$ cat config.mk
export PLATFORM = sky130hd
export DESIGN_NAME = alu_seq
export DESIGN_NICKNAME = d
export VERILOG_FILES = /design/src/rtl/alu_seq_pkg.sv /design/src/rtl/alu_comb_nbit.sv /design/src/rtl/alu_seq.sv
export SDC_FILE = /design/constraint.sdc
export NUM_CORES = 1
export LEC_CHECK = 0
export CAP_MARGIN = 40
export CELL_PAD_IN_SITES_DETAIL_PLACEMENT = 1
export CELL_PAD_IN_SITES_GLOBAL_PLACEMENT = 2
export CORE_AREA = 8 8 135 263
export DETAILED_ROUTE_END_ITERATION = 8
export DIE_AREA = 0 0 143 271
export GPL_TIMING_DRIVEN = 0
export PLACE_DENSITY = 0.69
export SETUP_SLACK_MARGIN = 0.1
export SYNTH_ARGS = -nofsm -noshare
export SYNTH_HDL_FRONTEND = slang
export SYNTH_HIERARCHICAL = 1
export SYNTH_SLANG_ARGS = --single-unit
$ cat constraint.sdc
create_clock -name clk -period 5 [get_ports clk]
set_clock_uncertainty 0.1 [all_clocks]
set_input_delay 1 -clock clk [delete_from_list [all_inputs] [get_ports clk]]
set_output_delay 1 -clock clk [all_outputs]
set_load 0.02 [all_outputs]
$ cat src/rtl/alu_seq_pkg.sv
// Shared opcode and FSM state encodings for the ALU, decoder and control unit.
package alu_defs;

   localparam int unsigned OP_W    = 3;
   localparam int unsigned STATE_W = 1;

   localparam logic [OP_W-1:0] OP_AND = 3'b000;
   localparam logic [OP_W-1:0] OP_SLT = 3'b001;
   localparam logic [OP_W-1:0] OP_OR  = 3'b010;
   localparam logic [OP_W-1:0] OP_XOR = 3'b011;
   localparam logic [OP_W-1:0] OP_ADD = 3'b100;
   localparam logic [OP_W-1:0] OP_SUB = 3'b101;
   localparam logic [OP_W-1:0] OP_MUL = 3'b110;
   localparam logic [OP_W-1:0] OP_RSV = 3'b111;

   localparam logic [STATE_W-1:0] S_IDLE = 1'b0;
   localparam logic [STATE_W-1:0] S_MUL  = 1'b1;

endpackage

$ cat src/rtl/alu_comb_nbit.sv
// Combinational N-bit ALU slice: logic ops, ADD/SUB with carry/overflow, signed SLT.
module alu_comb_nbit
   import alu_defs::*;
#(
   parameter int unsigned WIDTH = 16
) (
   input  logic [OP_W-1:0]  op,
   input  logic [WIDTH-1:0] a,
   input  logic [WIDTH-1:0] b,
   output logic [WIDTH-1:0] result,
   output logic             carry_out,
   output logic             overflow
);

   localparam int unsigned SW = WIDTH + 1;

   logic             sub_op;
   logic [WIDTH-1:0] b_eff;
   logic [SW-1:0]    sum;
   logic             sum_ovf;
   logic [WIDTH-1:0] diff;
   logic             diff_ovf;

   // Shared adder: SUB is A + ~B + 1, so carry-out high means no borrow.
   assign sub_op  = (op == OP_SUB);
   assign b_eff   = sub_op ? ~b : b;
   assign sum     = {1'b0, a} + {1'b0, b_eff} + SW'(sub_op);
   assign sum_ovf = (a[WIDTH-1] == b_eff[WIDTH-1]) && (sum[WIDTH-1] != a[WIDTH-1]);

   // Dedicated subtractor for SLT so the compare is independent of op decode.
   assign diff     = a + ~b + WIDTH'(1);
   assign diff_ovf = (a[WIDTH-1] != b[WIDTH-1]) && (diff[WIDTH-1] != a[WIDTH-1]);

   always_comb begin
      result    = '0;
      carry_out = 1'b0;
      overflow  = 1'b0;
      case (op)
         OP_AND: result = a & b;
         OP_OR:  result = a | b;
         OP_XOR: result = a ^ b;
         OP_ADD, OP_SUB: begin
            result    = sum[WIDTH-1:0];
            carry_out = sum[WIDTH];
            overflow  = sum_ovf;
         end
         OP_SLT: result = WIDTH'(diff[WIDTH-1] ^ diff_ovf);
         default: ;
      endcase
   end

endmodule

$ cat src/rtl/alu_seq.sv
// Multi-cycle ALU: single-cycle logic/arith ops plus iterative unsigned shift-add MUL.
module alu_seq
   import alu_defs::*;
#(
   parameter int unsigned WIDTH = 16,
   parameter int unsigned CNT_W = $clog2(WIDTH) + 1
) (
   input  logic             clk,
   input  logic             rst,
   input  logic             start,
   input  logic [OP_W-1:0]  op,
   input  logic [WIDTH-1:0] a,
   input  logic [WIDTH-1:0] b,
   output logic [WIDTH-1:0] result,
   output logic [WIDTH-1:0] result_hi,
   output logic             zero,
   output logic             carry_out,
   output logic             overflow,
   output logic             busy,
   output logic             done
);

   localparam int unsigned PW = 2 * WIDTH;

   logic [STATE_W-1:0] state, state_n;
   logic [PW-1:0]      mcand, mcand_n;
   logic [PW-1:0]      acc, acc_n, acc_add;
   logic [WIDTH-1:0]   mplier, mplier_n;
   logic [CNT_W-1:0]   count, count_n;
   logic [WIDTH-1:0]   result_n, result_hi_n;
   logic               zero_n, carry_out_n, overflow_n, busy_n, done_n;

   logic [WIDTH-1:0]   comb_result;
   logic               comb_carry, comb_ovf;

   alu_comb_nbit #(.WIDTH(WIDTH)) u_comb (
      .op        (op),
      .a         (a),
      .b         (b),
      .result    (comb_result),
      .carry_out (comb_carry),
      .overflow  (comb_ovf)
   );

   assign acc_add = mplier[0] ? (acc + mcand) : acc;

   // Next-state and next-output logic; outputs hold unless a completion occurs.
   always_comb begin
      state_n     = state;
      mcand_n     = mcand;
      acc_n       = acc;
      mplier_n    = mplier;
      count_n     = count;
      result_n    = result;
      result_hi_n = result_hi;
      zero_n      = zero;
      carry_out_n = carry_out;
      overflow_n  = overflow;
      busy_n      = busy;
      done_n      = 1'b0;
      case (state)
         S_IDLE: begin
            if (start) begin
               if (op == OP_MUL) begin
                  mcand_n  = PW'(a);
                  mplier_n = b;
                  acc_n    = '0;
                  count_n  = '0;
                  busy_n   = 1'b1;
                  state_n  = S_MUL;
               end else begin
                  result_n    = comb_result;
                  result_hi_n = '0;
                  zero_n      = (comb_result == '0);
                  carry_out_n = comb_carry;
                  overflow_n  = comb_ovf;
                  done_n      = 1'b1;
               end
            end
         end
         S_MUL: begin
            acc_n    = acc_add;
            mcand_n  = mcand << 1;
            mplier_n = mplier >> 1;
            count_n  = count + CNT_W'(1);
            if (count == CNT_W'(WIDTH - 1)) begin
               {result_hi_n, result_n} = acc_add;
               zero_n      = (acc_add == '0);
               carry_out_n = 1'b0;
               overflow_n  = (acc_add[PW-1:WIDTH] != '0);
               busy_n      = 1'b0;
               done_n      = 1'b1;
               state_n     = S_IDLE;
            end
         end
         default: begin
            busy_n  = 1'b0;
            state_n = S_IDLE;
         end
      endcase
   end

   always_ff @(posedge clk) begin
      if (rst) begin
         state     <= S_IDLE;
         mcand     <= '0;
         acc       <= '0;
         mplier    <= '0;
         count     <= '0;
         result    <= '0;
         result_hi <= '0;
         zero      <= 1'b0;
         carry_out <= 1'b0;
         overflow  <= 1'b0;
         busy      <= 1'b0;
         done      <= 1'b0;
      end else begin
         state     <= state_n;
         mcand     <= mcand_n;
         acc       <= acc_n;
         mplier    <= mplier_n;
         count     <= count_n;
         result    <= result_n;
         result_hi <= result_hi_n;
         zero      <= zero_n;
         carry_out <= carry_out_n;
         overflow  <= overflow_n;
         busy      <= busy_n;
         done      <= done_n;
      end
   end

endmodule

# == Word-level counts from Yosys, hierarchy flattened ==
# Index checks and enable logic that the tools add are counted.
# word_totals
elab_cells,97
out_inout_bits,37
ff_bits,123
input_bits,38
# classes
n_addsub,6
eq_ne,15
mux,48
bitwise,6
n_reduce_logical,10
# ops
cell,n
$mux W32,5
$mux W16,9
$pmux W32 S2,2
$pmux W16 S2,3
$pmux W16 S5,1
$add A32 B32 Y32,1
$logic_not A32 Y1,1
$mux W1,19
$add A16 B16 Y17,1
$add A17 B1 Y17,1
$add A16 B1 Y16 const B,1
$add A16 B16 Y16,1
$and A16 B16 Y16,1
$logic_not A16 Y1,1
$not A16 Y16,1
$or A16 B16 Y16,1
$reduce_bool A16 Y1,1
$xor A16 B16 Y16,1
$pmux W1 S2,6
$mux W5,2
$pmux W5 S2,1
$eq A3 B3 Y1 const B,3
$eq A3 B2 Y1 const B,2
$ne A2 B2 Y1 const B,3
13 further kinds,17

# == Depth between registers and ports, before layout ==
# Gate-level depths: netlist of the first run.
# depth
ltp_word,11
depth_mapped,18
depth_no_buf,17

# == Hierarchy ==
# The synthesis of the first run kept the hierarchy.
# by_module_without_submodules
mod,seq_area_each_um2,area_each_um2,instances,cells_per_inst
alu_seq,2462.4,7213.2,1,962
alu_comb_nbit,0.0,2303.5,1,309

# == Least setup slack after synthesis of the first run ==
# No wires, ideal clock.
# synth_timing
path_type,input to register
startpoint,input port op[0]
endpoint,register zero
slack_ps,695
stages,18
setup_ps,59
t_arrival_ps,4146
required_ps,4841
cell_sequence,buf_4 -> nand3b_2 -> buf_6 -> buf_1 -> o21ai_0 -> fa_1 -> a21oi_1 -> nor2b_1 -> a31oi_1 -> o21ai_0 -> xor2_1 -> a31o_2 -> nor4_1 -> nand4_1 -> nor4_1 -> nand2_1 -> a21oi_1 -> a31o_1
# synth_via
elab_chain_cells,9
word_cells_on_any_way,18
classes_between,2 x add/sub; 7 x eq/ne; 5 x mux; 4 x reduce/logical
# synth_rtl
item,line,rtl
from (decl),alu_seq.sv:11,"input logic [OP_W-1:0] op,"
$eq A3 B3 Y1,"alu_comb_nbit.sv:25, alu_comb_nbit.sv:38",
$mux W16,alu_comb_nbit.sv:26,assign b_eff = sub_op ? ~b : b;
$add A16 B16 Y17,alu_comb_nbit.sv:27,"assign sum = {1'b0, a} + {1'b0, b_eff} + SW'(sub_op);"
$add A17 B1 Y17,alu_comb_nbit.sv:27,
$pmux W16 S5 (*),alu_comb_nbit.sv:38,case (op)
named net comb_result[8],alu_seq.sv:33,logic [WIDTH-1:0] comb_result;
$logic_not A16 Y1 (*),alu_seq.sv:74,zero_n = (comb_result == '0);
$mux W1 (*),alu_seq.sv:64,if (op == OP_MUL) begin
$mux W1 (*),alu_seq.sv:63,if (start) begin
$pmux W1 S2 (*),alu_seq.sv:61,case (state)
to (signal assigned),alu_seq.sv:125,zero <= zero_n;
to (decl),alu_seq.sv:16,"output logic zero,"
# Mark *: on every way through the listed nets, which the timed path passes. The rest lies on a longest branch. The select of a mux whose other input is x is not followed.
# A chain may end at the register's enable or synchronous reset.

# == Final worst setup path of the first run ==
# layout_timing
startpoint,input port a[1]
endpoint,register zero
# layout_via
elab_chain_cells,10
word_cells_on_any_way,15
classes_between,4 x add/sub; 1 x eq/ne; 4 x mux; 4 x bitwise; 2 x reduce/logical
# layout_rtl
item,line,rtl
from (decl),alu_seq.sv:12,"input logic [WIDTH-1:0] a,"
$add A16 B16 Y16 (*),alu_comb_nbit.sv:31,assign diff = a + ~b + WIDTH'(1);
$add A16 B1 Y16 (*),alu_comb_nbit.sv:31,
$ne A1 B1 Y1,alu_comb_nbit.sv:32,assign diff_ovf = (a[WIDTH-1] != b[WIDTH-1]) && (diff[WIDTH-1] != a[WIDTH-1]);
$logic_and A1 B1 Y1,alu_comb_nbit.sv:32,
$xor A1 B1 Y1 (*),alu_comb_nbit.sv:47,OP_SLT: result = WIDTH'(diff[WIDTH-1] ^ diff_ovf);
$pmux W16 S5 (*),alu_comb_nbit.sv:38,
named net comb_result[0],alu_seq.sv:33,
$logic_not A16 Y1 (*),alu_seq.sv:74,
$mux W1 (*),alu_seq.sv:64,
$mux W1 (*),alu_seq.sv:63,
$pmux W1 S2 (*),alu_seq.sv:61,
# Marks and branches as above.

==> results by group, run 1 <==
Setup path
  • R2r worst-path depth: 11
  • Max incr delay on CP: 0.64 ns
  • Critical-path maximum fanout: 6
  • CP max stage cell: clkdlybuf4s50_1
  • Worst EP required: 5.23 ns
  • Worst setup SP type: input pin
  • Crit-path leading delay family: compound AO/OA/AOI/OAI gates
  • CP Buf/Inv Count: 2
  • CP Class: in -> reg
  • CP startpoint: a[1]
  • CP arrival: 4.94 ns
  • RR Endpoint: zero
  • R2r setup slk: 0.71 ns
  • Crit-path cells: clkdlybuf4s50_1, inv_1, ha_1, o21bai_1, a21oi_1, o21bai_1, a221oi_1, o21ai_0, a211oi_2, fa_1, mux2i_1, nor2_1, a21oi_1, o21ai_1, nor4_2, nand2_1, a21oi_1, a31o_1
  • Worst reg2reg startpoint: mcand[0]
  • Worst setup EP type: register
  • Crit-path most repeated cell: a21oi_1

Synth
  • Top post-synthesis cells by area: dfxtp_1, ha_1, a21oi_1
  • Adder-cell share of the synthesized area: 0.1352
  • Yosys top cell area share: 0.2587
  • Syn Nets: 1410
  • Yosys Warn Count: 6
  • Compound-cell area share of the yosys netlist: 0.2390
  • Synth Area in Simple Gates: 0.2127
  • Number of synthesized register bits: 123
  • EDFF count, synth: 0
  • Largest family of logic cells by synthesized area: compound AO/OA/AOI/OAI gates
  • Synth Flop Type: dfxtp_1
  • Mapped cell area: 0.009517 sq mm
  • Xor and xnor area share after synthesis: 0.04970
  • Biggest area consumer among synthesized cells: dfxtp_1
  • Synthesized area per cell: 7.488 sq um
  • Async S/R FF share, synth: 0
  • Register area share after synthesis: 0.2587
  • Instance count of the mapped netlist: ~1300
  • Mux contribution to synthesized area: 0.04523
  • Distinct cells, synth: 80

Power
  • Internal power: 1.948 mW
  • Sw Share: 0.3151
  • Clk network pwr share: 0.443
  • Peak VDD IR: around 350 uV
  • Pwr dens: ~250 mW/mm^2
  • Register share of total power: 0.357
  • P_sw: 0.8961 mW
  • LEAKAGE: 4.574 nW
  • Combinational share of power: 0.200

Timing
  • Max Clk Rate: 0.2122 GHz
  • Unrepaired setup endpoints after global routing: false
  • Worst-Margin Slew: 0.8753 ns
  • Final setup fails: 0
  • Slew Limit Fails: 0
  • Slew headroom: 0.4085
  • Final hold viol count: 0
  • Minimum clock period: 4.713 ns
  • Fin crit share: 0.9426
  • Setup TNS: 0 ns

Floorplan
  • Initial Util: 0.2974
  • Die Height: about 270 um
  • Area of the core: 0.03200 sq mm
  • Die Wd: roughly 140 um
  • # IOs: between 70 and 80
  • # rows: 93
  • DIE AREA: 0.03875 sq mm

Clock tree
  • Worst skew pair latency: 0.44 ns
  • H-tree depth: 4
  • CTS tree: done
  • CTS max path bufs: 2
  • Reg clk slew, reported paths: 0.07 ns
  • Root Buffer: clkbuf_16
  • CTS Buf Count: 17
  • Clock Sinks: 123

Cells and area
  • Nets: 1506
  • Fin cells: 1807
  • Diodes inserted: 0
  • Filler instances: 3906
  • Area Growth Syn to Fin: 20.72%
  • Design area: 0.01149 sq mm
  • Most frequent cells in the layout: a21oi_1, nor2_1, nand2_1
  • Most common cell after layout, fill and taps aside: a21oi_1
  • Layout cells sized above 1: 0.07464

GRT
  • Initial antenna violation count: 0
  • Largest net degree at the start of global routing: 17
  • Vias in the first global route: 10706
  • GRT overflow: 0
  • First-pass GRT wire length: 65.07 mm
  • GRT Total Usage: 0.2282

Detailed routing
  • First-pass DRT Iterations: 4
  • # DRC: 0
  • Routed vias/inst: 5.368
  • Routed len/inst: 24.07 um
  • Routed Antenna Nets: 0
  • Vias: between 9000 and 10000
  • Initial DRC count: 301
  • Post-Route WL: 43.50 mm

Run
  • Max-capacitance violation count: 0

Place
  • Post-DP Area: ~0.011 sq mm
  • Cell Count Post-Placement: between 1500 and 2000
  • IO Port Bufs: 72
  • Global placer's final weighted congestion: approximately 0.88
  • Detailed Place HPWL: 36.74 mm

Min path
  • Hold Crit Endpoint: result[1]
  • Min-delay src: result[1]
  • Min-delay worst type: reg -> reg
  • Hold path cells: 2

Status
  • Status: complete, no violations
[logic make-up after synthesis]
logic type / count (synthesis)
mux: 40
compound gates: 370
simple gates: 438
flops: 123
xor+xnor: 54
buf+inv: 145
fa+ha+maj: 101
[registers in the layout, summed over array words and instances, names as in the netlist, 5 cells and up]
signal,flops
result_hi,16
acc,32
mplier,16
mcand,32
result,16
count,5
[layout make-up]
class	count	area (sq um)	share of cell area
Clock buffer	17	425.4	0.03703
Timing Repair Buffer	77	770.7	0.06709
Inverter	59	221.5	0.01928
Clock inverter	15	165.2	0.01438
Multi-Input combinational cell	1003	6565	0.5714
Tap cell	427	534.3	0.04650
Buffer	86	344.1	0.02995
Sequential cell	123	2462	0.2143
[cells in the mapped netlist (3+ instances only)]
library cell  count
xnor2_1          39
nand3b_1          5
a211oi_1         17
nor4_1           11
dfxtp_1         123
inv_1            58
xor2_1           15
o21ai_1           5
or3_1             3
a31oi_1          15
o21ai_0          49
fa_1              3
o21bai_1          7
o21a_1           13
clkbuf_1         68
nand2_1         139
nand3_1          52
a21oi_1         183
o211ai_1          9
a21o_1            5
nand4_1          16
mux2i_1          18
o22ai_1          12
a22oi_1          19
mux2_2           21
and3_1           30
or4_1             5
ha_1             98
buf_2             7
a221oi_1          3
nor3_1            8
nor2_1          141
buf_1             8
and4_1            3
nor2b_1           8
a31o_2            3
or2_2             3
[worst max path at each step]
stage,to,slack (ns),cells past startpoint
floorplan,zero,0.70,18
global placement,zero,-1.21,19
detailed placement,zero,-0.82,20
CTS,zero,0.13,20
global route,zero,0.12,19
finish,zero,0.29,18
[worst register-to-register path, stage by stage (launching register included)]
cell and delay, ns:
dfxtp_1 0.34, ha_1 0.23, fa_1 0.49, a21o_1 0.20, a21oi_1 0.17, xnor2_1 0.08, mux2_2 0.28, or4_1 0.55
nor4_1 0.38, nor4b_1 0.42, nor4bb_1 0.75, a31o_1 0.24
[what timing repair did]
action                                 in CTS  in global routing
endpoints found under the hold margin       0                  0
buffers inserted                            0                  2
pin swaps                                   3                  5
resized for setup                          11                  8
hold buffers                                0                  0
setup endpoints to repair                   1                  1
[power groups by stage]
stage,sequential [mW],clock (mW),combinational (mW)
2_1_floorplan,1.05,0,0.309
3_3_place_gp,1.04,0,0.542
3_5_place_dp,1.04,0,0.553
4_1_cts,1.02,1.27,0.567
5_1_grt,1.02,1.32,0.619
6_report,1.02,1.26,0.569
[metal layers]
layer / global-route usage / vias up / part of all wire
li1: - / 4689 / -
met1: 0.1893 / 4730 / 0.32
met2: 0.4625 / 177 / 0.58
met3: 0.02117 / 104 / 0.018
met4: 0.1831 / 0 / 0.084
met5: 0 / - / 0
[through the flow]
step / total power [mW] / setup slack [ns] / hold slack (ns) / util
floorplan: 1.354 / 0.6953 / 0.3462 / -
global placement: 1.579 / -1.208 / 0.3471 / 0.3366
detailed placement: 1.590 / -0.8177 / 0.3565 / 0.3376
CTS: 2.857 / 0.1298 / 0.3648 / 0.3577
global route: 2.954 / 0.1193 / 0.3917 / 0.3590
finish: 2.844 / 0.2868 / 0.3574 / 0.3590
(Power assumes the default switching activity.)
==> inputs of run 2 (changes only) <==
--- a/config.mk
+++ b/config.mk
@@ -8,9 +8,9 @@
 export CAP_MARGIN = 40
 export CELL_PAD_IN_SITES_DETAIL_PLACEMENT = 1
 export CELL_PAD_IN_SITES_GLOBAL_PLACEMENT = 2
-export CORE_AREA = 8 8 135 263
+export CORE_AREA = 2 2 129 257
 export DETAILED_ROUTE_END_ITERATION = 8
-export DIE_AREA = 0 0 143 271
+export DIE_AREA = 0 0 131 259
 export GPL_TIMING_DRIVEN = 0
 export PLACE_DENSITY = 0.69
 export SETUP_SLACK_MARGIN = 0.1
@@ -18,3 +18,4 @@
 export SYNTH_HDL_FRONTEND = slang
 export SYNTH_HIERARCHICAL = 1
 export SYNTH_SLANG_ARGS = --single-unit
+export TNS_END_PERCENT = 10
==> results by group, run 2 (synthesis gave the netlist of run 1 again) <==
Floorplan
  • # rows: 93 (unchanged)
  • Area of the core: 0.03200 sq mm (unchanged)
  • Initial Util: 0.2974 (unchanged)
  • Die Height: 259 um (-4.4%)
  • # IOs: 75 (unchanged)
  • Die Wd: 131 um (-8.4%)
  • DIE AREA: 0.03393 sq mm (-12%)

Detailed routing
  • Vias: 9751 (+0.53%)
  • # DRC: 0 (unchanged)
  • Routed Antenna Nets: 0 (unchanged)
  • Routed len/inst: 23.80 um (-1.1%)
  • Post-Route WL: 42.94 mm (-1.3%)
  • Routed vias/inst: 5.405 (+0.69%)
  • Initial DRC count: 324 (+7.6%)
  • First-pass DRT Iterations: 4 (unchanged)

Power
  • Total power: 2.933 mW (+3.1%)
  • Peak VDD IR: 282.9 uV (-19%)
  • Pwr dens: 254.8 mW/mm^2 (+2.9%)
  • LEAKAGE: 4.586 nW (+0.26%)

Cells and area
  • Diodes inserted: 0 (unchanged)
  • Top Registers: acc (32), mcand (32)
  • Design area: 0.01151 sq mm (+0.20%)
  • Layout cells sized above 1: 0.07044 (-0.004195)
  • Finished Core Util: 0.3597 (+0.0007040)
  • Most frequent cells in the layout: a21oi_1, nor2_1, nand2_1
  • Nets: 1504 (-0.13%)
  • Most common cell after layout, fill and taps aside: a21oi_1
  • Area Growth Syn to Fin: 20.96%

Clock tree
  • Root Buffer: clkbuf_16
  • H-tree depth: 4 (unchanged)
  • CTS max path bufs: 2 (unchanged)
  • Worst skew pair latency: 0.44 ns (about the same)
  • CTS tree: done
  • Reg clk slew, reported paths: 0.06 ns (about the same)
  • Clock Sinks: 123 (unchanged)
  • CTS Buf Count: 17 (unchanged)

Setup path
  • CP max stage cell: clkdlybuf4s50_1
  • CP Class: in -> reg
  • CP arrival: 4.98 ns (+0.04 ns)
  • Worst reg2reg startpoint: mcand[0]
  • CP Depth: 19 (+1)
  • R2r worst-path depth: 11 (unchanged)
  • Crit-path cells: clkdlybuf4s50_1, nand3b_2, buf_6, buf_1, buf_6, xnor2_1, ha_2, a21oi_2, o21a_1, o21ai_4, a21oi_4, xor2_1, o22ai_1, nor4_2, nand4_1, nor4_2, nand2_1, a21oi_1, a31o_1
  • Worst setup EP type: register
  • Worst setup SP type: input pin
  • CP startpoint: op[1]
  • CP Capture Point: zero
  • CP Buf/Inv Count: 4 (+2)
  • Critical-path maximum fanout: 9 (+3)
  • Max incr delay on CP: 0.53 ns (-0.11 ns)
  • R2r setup slk: 0.78 ns (+0.07 ns)
  • Worst EP required: 5.28 ns (+0.05 ns)
  • RR Endpoint: zero
  • Crit-path leading delay family: compound AO/OA/AOI/OAI gates

Timing
  • Setup TNS: 0 ns (unchanged)
  • Fin crit share: 0.9389 (-0.003742)
  • Hold WS: 0.3599 ns (+0.002469 ns)
  • Slew Limit Fails: 0 (unchanged)
  • Unrepaired setup endpoints after global routing: false
  • Worst-Margin Slew: 0.8689 ns (-0.006415 ns)
  • Minimum clock period: 4.695 ns (-0.01871 ns)
  • Max Clk Rate: 0.2130 GHz (+0.40%)
  • Slew headroom: 0.4129 (+0.004335)
  • Final hold viol count: 0 (unchanged)
  • Final setup fails: 0 (unchanged)

Place
  • Detailed Place HPWL: 36.01 mm (-2.0%)
  • Global placer's final weighted congestion: 0.8924 (+1.0%)
  • IO Port Bufs: 72 (unchanged)
  • Post-DP Area: 0.01079 sq mm (-0.15%)

GRT
  • GRT overflow: 0 (unchanged)
  • Largest net degree at the start of global routing: 17 (unchanged)
  • GRT Total Usage: 0.2601 (+0.03195)
  • First-pass GRT wire length: 64.07 mm (-1.5%)
  • Vias in the first global route: 10555 (-1.4%)
  • Initial antenna violation count: 0 (unchanged)

Status
  • Status: complete, no violations

Min path
  • Min-delay worst type: reg -> reg

Run
  • Max-capacitance violation count: 0 (unchanged)
==> run 2: through the flow <==
step           cells  setup WS (ns)
2_1_floorplan   1271         0.6953
3_3_place_gp    1770         -1.256
3_5_place_dp    1772        -0.8395
4_1_cts         1804         0.1106
5_1_grt         1804         0.1100
6_report        1804         0.3055
==> run 2: report_power, final <==
| part | internal (mW) | switching [mW] |
|---|---|---|
| combinational | 0.208 | 0.361 |
| sequential | 0.999 | 0.0158 |
| clock | 0.861 | 0.488 |
==> run 2: worst min path at each step <==
stage	from	endpoint	slack, ns	depth (start not counted)
after floorplan	acc[4]	acc[4]	0.35	2
after global placement	result_hi[11]	result_hi[11]	0.34	2
after detailed placement	result_hi[11]	result_hi[11]	0.35	2
after CTS	result[0]	result[0]	0.36	2
after global routing	result_hi[11]	result_hi[11]	0.38	2
final	result[0]	result[0]	0.36	2
==> run 2: routing by layer <==
metal	up-vias	GRT usage	wire, um
li1	4694	-	-
met1	4774	0.2237	13560
met2	183	0.5269	25180
met3	100	0.02514	722
met4	0	0.1850	3467
met5	-	0	0
==> run 2: repair_timing <==
item                                    4_1_cts  5_1_grt
buffers inserted                              1        1
hold buffers                                  0        0
pin swaps                                     3        4
endpoints found under the setup margin        1        2
resized for setup                             9       11
endpoints found under the hold margin         0        0
==> run 2: layout make-up <==
type,instances,area (sq um)
fillers,3946,20490
multi-input cells,1003,6569
flip-flops and latches,123,2462
repair buffers,76,754.5
well taps,427,534.3
clock buffers,22,464.2
plain buffers,85,344.1
inverters,59,221.5
clock inverters,9,161.4
==> run 2: worst register-to-register path, cell delays in order (launching register included) <==
cell and delay, ns:
dfxtp_1 0.34, ha_1 0.23, fa_1 0.48, a21o_1 0.20, a21oi_1 0.16, xnor2_1 0.08
mux2_2 0.27, or4_1 0.56, nor4_1 0.36, nor4b_1 0.40, nor4bb_1 0.75, a31o_1 0.23
